==> src/rtl/dmem_responder.sv <==
// Data-memory responder: fixed wait-state handshake in front of a word RAM.
// Define DMEM_IO_EN to add the GPIO / cycle-counter region at IO_BASE.
module dmem_responder #(
  parameter int unsigned DEPTH_WORDS = 64,
  parameter int unsigned WAIT_STATES = 1,
  parameter logic [31:0] IO_BASE     = 32'h0000_0800
) (
  input  logic        clk,
  input  logic        rst,
  input  logic        we_dm_M,
  input  logic        dm2reg_M,
  input  logic [31:0] alu_out_M,
  input  logic [31:0] wd_dm_M,
  output logic [31:0] rd_dm,
  output logic        stall_mem,
  input  logic [31:0] gpio_in,
  output logic [31:0] gpio_out
);
  localparam int AW = $clog2(DEPTH_WORDS);
  localparam logic [3:0] CNT_INIT = (WAIT_STATES >= 2) ? 4'(WAIT_STATES - 2) : 4'd0;

  typedef enum logic [1:0] {S_IDLE, S_WAIT, S_READY} state_t;

  state_t        state, state_next;
  logic [3:0]    cnt, cnt_next;
  logic          req, completing, fire, store_fire, ram_sel;
  logic [31:0]   ram [DEPTH_WORDS];
  logic [31:0]   ram_rdata, io_rdata, load_data;
  logic [AW-1:0] word_idx;
  logic          unused_ok;

  assign req        = we_dm_M | dm2reg_M;
  assign word_idx   = alu_out_M[AW+1:2];
  assign completing = (state == S_READY) || ((WAIT_STATES == 0) && (state == S_IDLE));
  // Reset gates the handshake so an access in flight during reset never commits.
  assign fire       = rst & req & completing;
  assign store_fire = fire & we_dm_M;
  assign stall_mem  = rst & req & ~completing;
  assign rd_dm      = (fire && !we_dm_M) ? load_data : 32'h0;
  assign unused_ok  = ^{alu_out_M, gpio_in};

  always_ff @(posedge clk or negedge rst) begin
    if (!rst) begin
      state <= S_IDLE;
      cnt   <= 4'd0;
    end else begin
      state <= state_next;
      cnt   <= cnt_next;
    end
  end

  always_comb begin
    state_next = state;
    cnt_next   = cnt;
    case (state)
      S_IDLE: begin
        if (req) begin
          if (WAIT_STATES == 1) begin
            state_next = S_READY;
          end else if (WAIT_STATES >= 2) begin
            state_next = S_WAIT;
            cnt_next   = CNT_INIT;
          end
        end
      end
      S_WAIT: begin
        if (!req) begin
          state_next = S_IDLE;
        end else if (cnt == 4'd0) begin
          state_next = S_READY;
        end else begin
          cnt_next = cnt - 4'd1;
        end
      end
      S_READY: state_next = S_IDLE;
      default: state_next = S_IDLE;
    endcase
  end

  always_ff @(posedge clk) begin
    if (store_fire && ram_sel) begin
      ram[word_idx] <= wd_dm_M;
    end
  end

  assign ram_rdata = ram[word_idx];
  assign load_data = ram_sel ? ram_rdata : io_rdata;

`ifdef DMEM_IO_EN
  logic [29:0] io_off;
  logic [31:0] gpio_sync1, gpio_sync2, cycle_cnt;

  assign ram_sel = alu_out_M < IO_BASE;
  assign io_off  = alu_out_M[31:2] - IO_BASE[31:2];

  always_comb begin
    io_rdata = 32'h0;
    case (io_off)
      30'd0:   io_rdata = gpio_out;
      30'd1:   io_rdata = gpio_sync2;
      30'd2:   io_rdata = cycle_cnt;
      default: io_rdata = 32'h0;
    endcase
  end

  // A store to the counter overrides that cycle's increment.
  always_ff @(posedge clk or negedge rst) begin
    if (!rst) begin
      gpio_out   <= 32'h0;
      gpio_sync1 <= 32'h0;
      gpio_sync2 <= 32'h0;
      cycle_cnt  <= 32'h0;
    end else begin
      gpio_sync1 <= gpio_in;
      gpio_sync2 <= gpio_sync1;
      if (store_fire && !ram_sel && io_off == 30'd2) begin
        cycle_cnt <= 32'h0;
      end else begin
        cycle_cnt <= cycle_cnt + 32'd1;
      end
      if (store_fire && !ram_sel && io_off == 30'd0) begin
        gpio_out <= wd_dm_M;
      end
    end
  end
`else
  assign ram_sel  = 1'b1;
  assign io_rdata = 32'h0;
  assign gpio_out = 32'h0;
`endif

endmodule

==> config.mk <==
export PLATFORM = sky130hd
export DESIGN_NAME = dmem_responder
export DESIGN_NICKNAME = d
export VERILOG_FILES = /design/src/rtl/dmem_responder.sv
export SDC_FILE = /design/constraint.sdc
export NUM_CORES = 2
export LEC_CHECK = 0
export ABC_AREA = 1
export CAP_MARGIN = 20
export CORE_UTILIZATION = 30
export CTS_BUF_LIST = sky130_fd_sc_hd__clkbuf_8
export DETAILED_ROUTE_END_ITERATION = 6
export GPL_TIMING_DRIVEN = 1
export HOLD_SLACK_MARGIN = 0.08
export PLACE_DENSITY = 0.54
export SETUP_SLACK_MARGIN = 0.15
export SYNTH_ARGS = -nofsm -noshare
export SYNTH_HDL_FRONTEND = slang
export SYNTH_SLANG_ARGS = --single-unit
==> constraint.sdc <==
create_clock -name clk -period 3.7 [get_ports clk]
set_input_delay 0.555 -clock clk [delete_from_list [all_inputs] [get_ports clk]]
set_output_delay 0.555 -clock clk [all_outputs]
set_load 0.02 [all_outputs]
# Word level (Yosys, flattened, before mapping)
# Memory sizes are Yosys's and may differ from the RTL's.
# Index checks and enable logic that the tools add are counted.
# W data, S select, Z words.
# word_totals
register_bits	6
ramBits	2048
inputBits	100
memories	1
# memory_table
name	depth	width	read_ports	rd_clocked_by_memory_dff	write_ports	line	source
ram	64	32	1	0	1	27	logic [31:0] ram [DEPTH_WORDS];
# classes
addsub	1
eq_ne	4
n_mux	7
n_bitwise	7
n_reduce_logical	6
# ops
operator	count
$mux W32	1
$mux W2	3
$and A1 B1 Y1	4
$logic_not A4 Y1	1
$pmux W2 S2	1
$sub A4 B1 Y4 const B	1
$ne A3 B3 Y1 const B	1
$reduce_and A3 Y1	1
$eq A2 B1 Y1 const B	1
$eq A2 B2 Y1 const B	1
$logic_not A2 Y1	1
$mux W1	2
$ne A2 B2 Y1 const B	1
$not A1 Y1	2
$reduce_and A2 Y1	1
$logic_and A1 B1 Y1	1
$logic_not A1 Y1	1
$or A1 B1 Y1	1

# Longest topological paths before layout
# logic_depth
ltp_word	6
mapped_depth	15

# Least setup slack after synthesis
# OpenSTA, ideal clock, no wires.
# synth_timing
path_kind	in2reg
startpoint	in alu_out_M[2]
endpoint	mem ram[7][0], enable pin
arrival_ns	2.802
t_required_ns	3.279
path_slack_ns	0.477
stages	8
n_path_buf	4
path_cell_list	buf_6 inv_4 buf_6 buf_6 buf_4 nor2_1 nand2_1 nor2_1
# synth_rtl
element	line	source
start: declaration	12	input logic [31:0] alu_out_M,
end: declaration	27	
# No word-level cell before the write port.

# Worst setup path after layout
# layout_timing
startpoint	in alu_out_M[5]
endpoint	out rd_dm[17]
# layout_between
elab_chain_cells	2
# layout_rtl
element	line	source
$mem_v2 Z64 W32	-	
$mux W32	39	assign rd_dm = (fire && !we_dm_M) ? load_data : 32'h0;
end: declaration	14	output logic [31:0] rd_dm,
# No other way between the ends.

==> metrics.md <==
| Metric | Value |
|---|---|
| Starting Density | 30.2% |
| Avg WL per Cell | 19.9 µm |
| Min Tclk post-route | 3.51 ns |
| CP Cell Sequence | clkdlybuf4s50_1 -> buf_12 -> buf_4 -> nor3_4 -> buf_12 -> buf_12 -> nand2_1 -> nand2_1 -> nor2_1 -> buf_4 -> a21oi_1 -> buf_4 |
| Worst vdd ir | roughly 0.00043 V |
| Placer Congestion | 0.901 |
| Synthesized flop and latch total | 2,049 |
| Worst slew pin tran | 1.11 ns |
| Grt total ovfl | 0 |
| All-Layer GR Usage | 17.3% |
| CP max-delay cell | clkdlybuf4s50_1 |
| DIE HEIGHT | between 500 and 600 µm |
| Initial antenna violation count | 12 |
| DRT Pass-1 Iters | 6 |
| Sequential area share after synthesis | 71.2% |
| Outcome | completed |
| Startpoint types | input port |
| Detailed Route WL | 257,000 µm |
| Final ANT Viol Nets | 0 |
| CTS tree | done |
| Nets | 8,995 |
| Cells after Synth | around 8,400 |
| DRC Markers | 0 |
| Row count | 196 |
| I/O pins | around 170 |
| TritonCTS buffer count | 345 |
| Crit end category | output port |
| Final Non-Filler Cells | 12,900 |
| Reg clk slew, reported paths | 0.06 ns |
| Layout cells sized above 1 | 10.9% |
| Pleak | between 40 and 50 nW |
| Die width | 539 µm |
| P&R area growth vs syn | 17.3% |
| Cell area after synthesis | 86,500 µm² |
| Syn. warnings | 0 |
| Power Dens Cells | 464 nW/µm² |
| Via Count | 59,000 |
| Rel. slew slack | 26.2% |
| Max-slew violations | 0 |
| Worst-Skew Late Latency | 1.06 ns |
| Max-capacitance violation count | 0 |
| Drt initial violations | 5,058 |
| Largest net degree at the start of global routing | between 80 and 90 |
| H-tree levels | 5 |
| RSZ-0062 raised after global routing | true |
| Overall Power | around 47 mW |
| Core footprint | 286,000 µm² |
| Hold WC Path Type | input port to register |
| Final period util | 95.0% |
| Final setup vio count | 0 |
| Post-Place Cells | 12,300 |
| Vias in the first global route | 56,400 |
| Clock Skew | 0.0679 ns |
| Post-DP HPWL | 150,000 µm |
| Final core occ | 35.5% |
| Yosys top cell area share | between 70% and 80% |
| Largest stage delay, worst path | ~0.46 ns |
| FMAX | around 0.28 GHz |
| Die area | 290,000 µm² |
| Dominant cell type by area after synthesis | edfxtp_1 |
| Critical Path RT | 3.14 ns |
| Worst-case clock buffer depth | 4 |
| CP Class | input port to output port |
| PnR worst setup slack | roughly 0.19 ns |
| Crit path arrival time | 2.96 ns |
| Pre-CTS setup slack | -0.0516 ns |
| Crit-path max FO | 10 |
| Synth area leaders | edfxtp_1 (71%), nand2_1 (25%), buf_2 (1.0%) |
| Hold slack | 0.170 ns |
| Port bufs | 74 |
| Most common cell after layout, fill and taps aside | nand2_1 |
| Final Hold Vio Count | 0 |
| Avg Cell Area, Syn | 10.2 µm² |
| Most frequent cells in the layout | nand2_1 (5,687), edfxtp_1 (2,048), clkbuf_8 (353) |
| First-pass GRT wire length | 375,000 µm |
| Distinct cells, synth | 24 |
| Root Driver | clkbuf_8 |
| Vias per cell | approximately 4.6 |
| CTS sink count | 2,049 |
-- per-layer routing --
layer	track usage, %	vias to the layer above	wire length (µm)
li1	-	28200	-
met1	23.2	28700	113000
met2	28.3	1787	120000
met3	2.44	364	14200
met4	6.83	2	9620
met5	0	-	13
-- final timing paths --
| check | slack (ns) | depth (start not counted) | startpoint | endpoint |
|---|---|---|---|---|
| min in group asynchronous | 0.23 | 2 | rst | state[1] |
| min reg2reg | 0.48 | 1 | state[1] | state[1] |
| min | 0.17 | 1 | wd_dm_M[7] | ram[46][7] |
| max | 0.19 | 12 | alu_out_M[5] | rd_dm[17] |
| max in group asynchronous | 3.33 | 2 | rst | state[1] |
| max reg2reg | 1.73 | 7 | state[1] | ram[42][2] |
-- cell usage after synthesis, drive strengths merged --
master  number
inv         28
nand3       15
nor2       144
nor3b        1
edfxtp    2048
o21ai        9
o211ai       7
clkbuf     119
nand4        1
buf        334
nand2     5689
a21oi       32
nor3         8
dfrtp        1
or2          2
conb         1
-- worst max-delay path, delay by kind of cell --
kind,cells,cell delay [ns]
buffers and inverters,7,1.53
AOI/OAI and AO/OA,1,0.37
and+or+nand+nor,4,0.47
-- per-stage QoR --
step / instance area, µm² / setup TNS (ns)
floorplan: 86600 / 0
global placement: 94900 / -0.109
detailed placement: 94900 / -0.0898
CTS: 101000 / 0
global route: 101000 / 0
finish: 101000 / 0
-- state kept, by name (all words and copies together) (netlist names) --
register and flops:
ram 2048, state 1
-- cell families after synthesis --
logic type      after synthesis  synth area share, %
simple gates               5860                 25.5
flops                      2049                 71.2
buf+inv                     481                 3.00
other cells                   1              0.00434
compound gates               48                0.298
-- layout make-up --
cell class / instances / area, µm²
clock inverter: 237 / 1130
tap: 3762 / 4710
clock buffer: 353 / 4860
antenna: 8 / 20.0
multi-input combinational: 5940 / 23000
inverter: 28 / 146
sequential: 2049 / 61500
timing repair buffer: 531 / 5960
fill: 28300 / 185000
-- where the power goes --
group | total (mW) | internal [mW] | switching [mW]
Sequential | 25.6 | 25.6 | 0.00699
Clock | 18.2 | 9.22 | 8.94
Combinational | 3.32 | 0.906 | 2.41
-- what timing repair did --
item | in CTS | in global routing
buffers inserted | 0 | 2
endpoints found under the hold margin | 549 | 21
hold buffers | 25 | 2
gates cloned | 0 | 1
gates resized for setup | 13 | 10
pin swaps | 1 | 1
setup endpoints to repair | 10 | 22
Power figures use the tool's default switching activity.
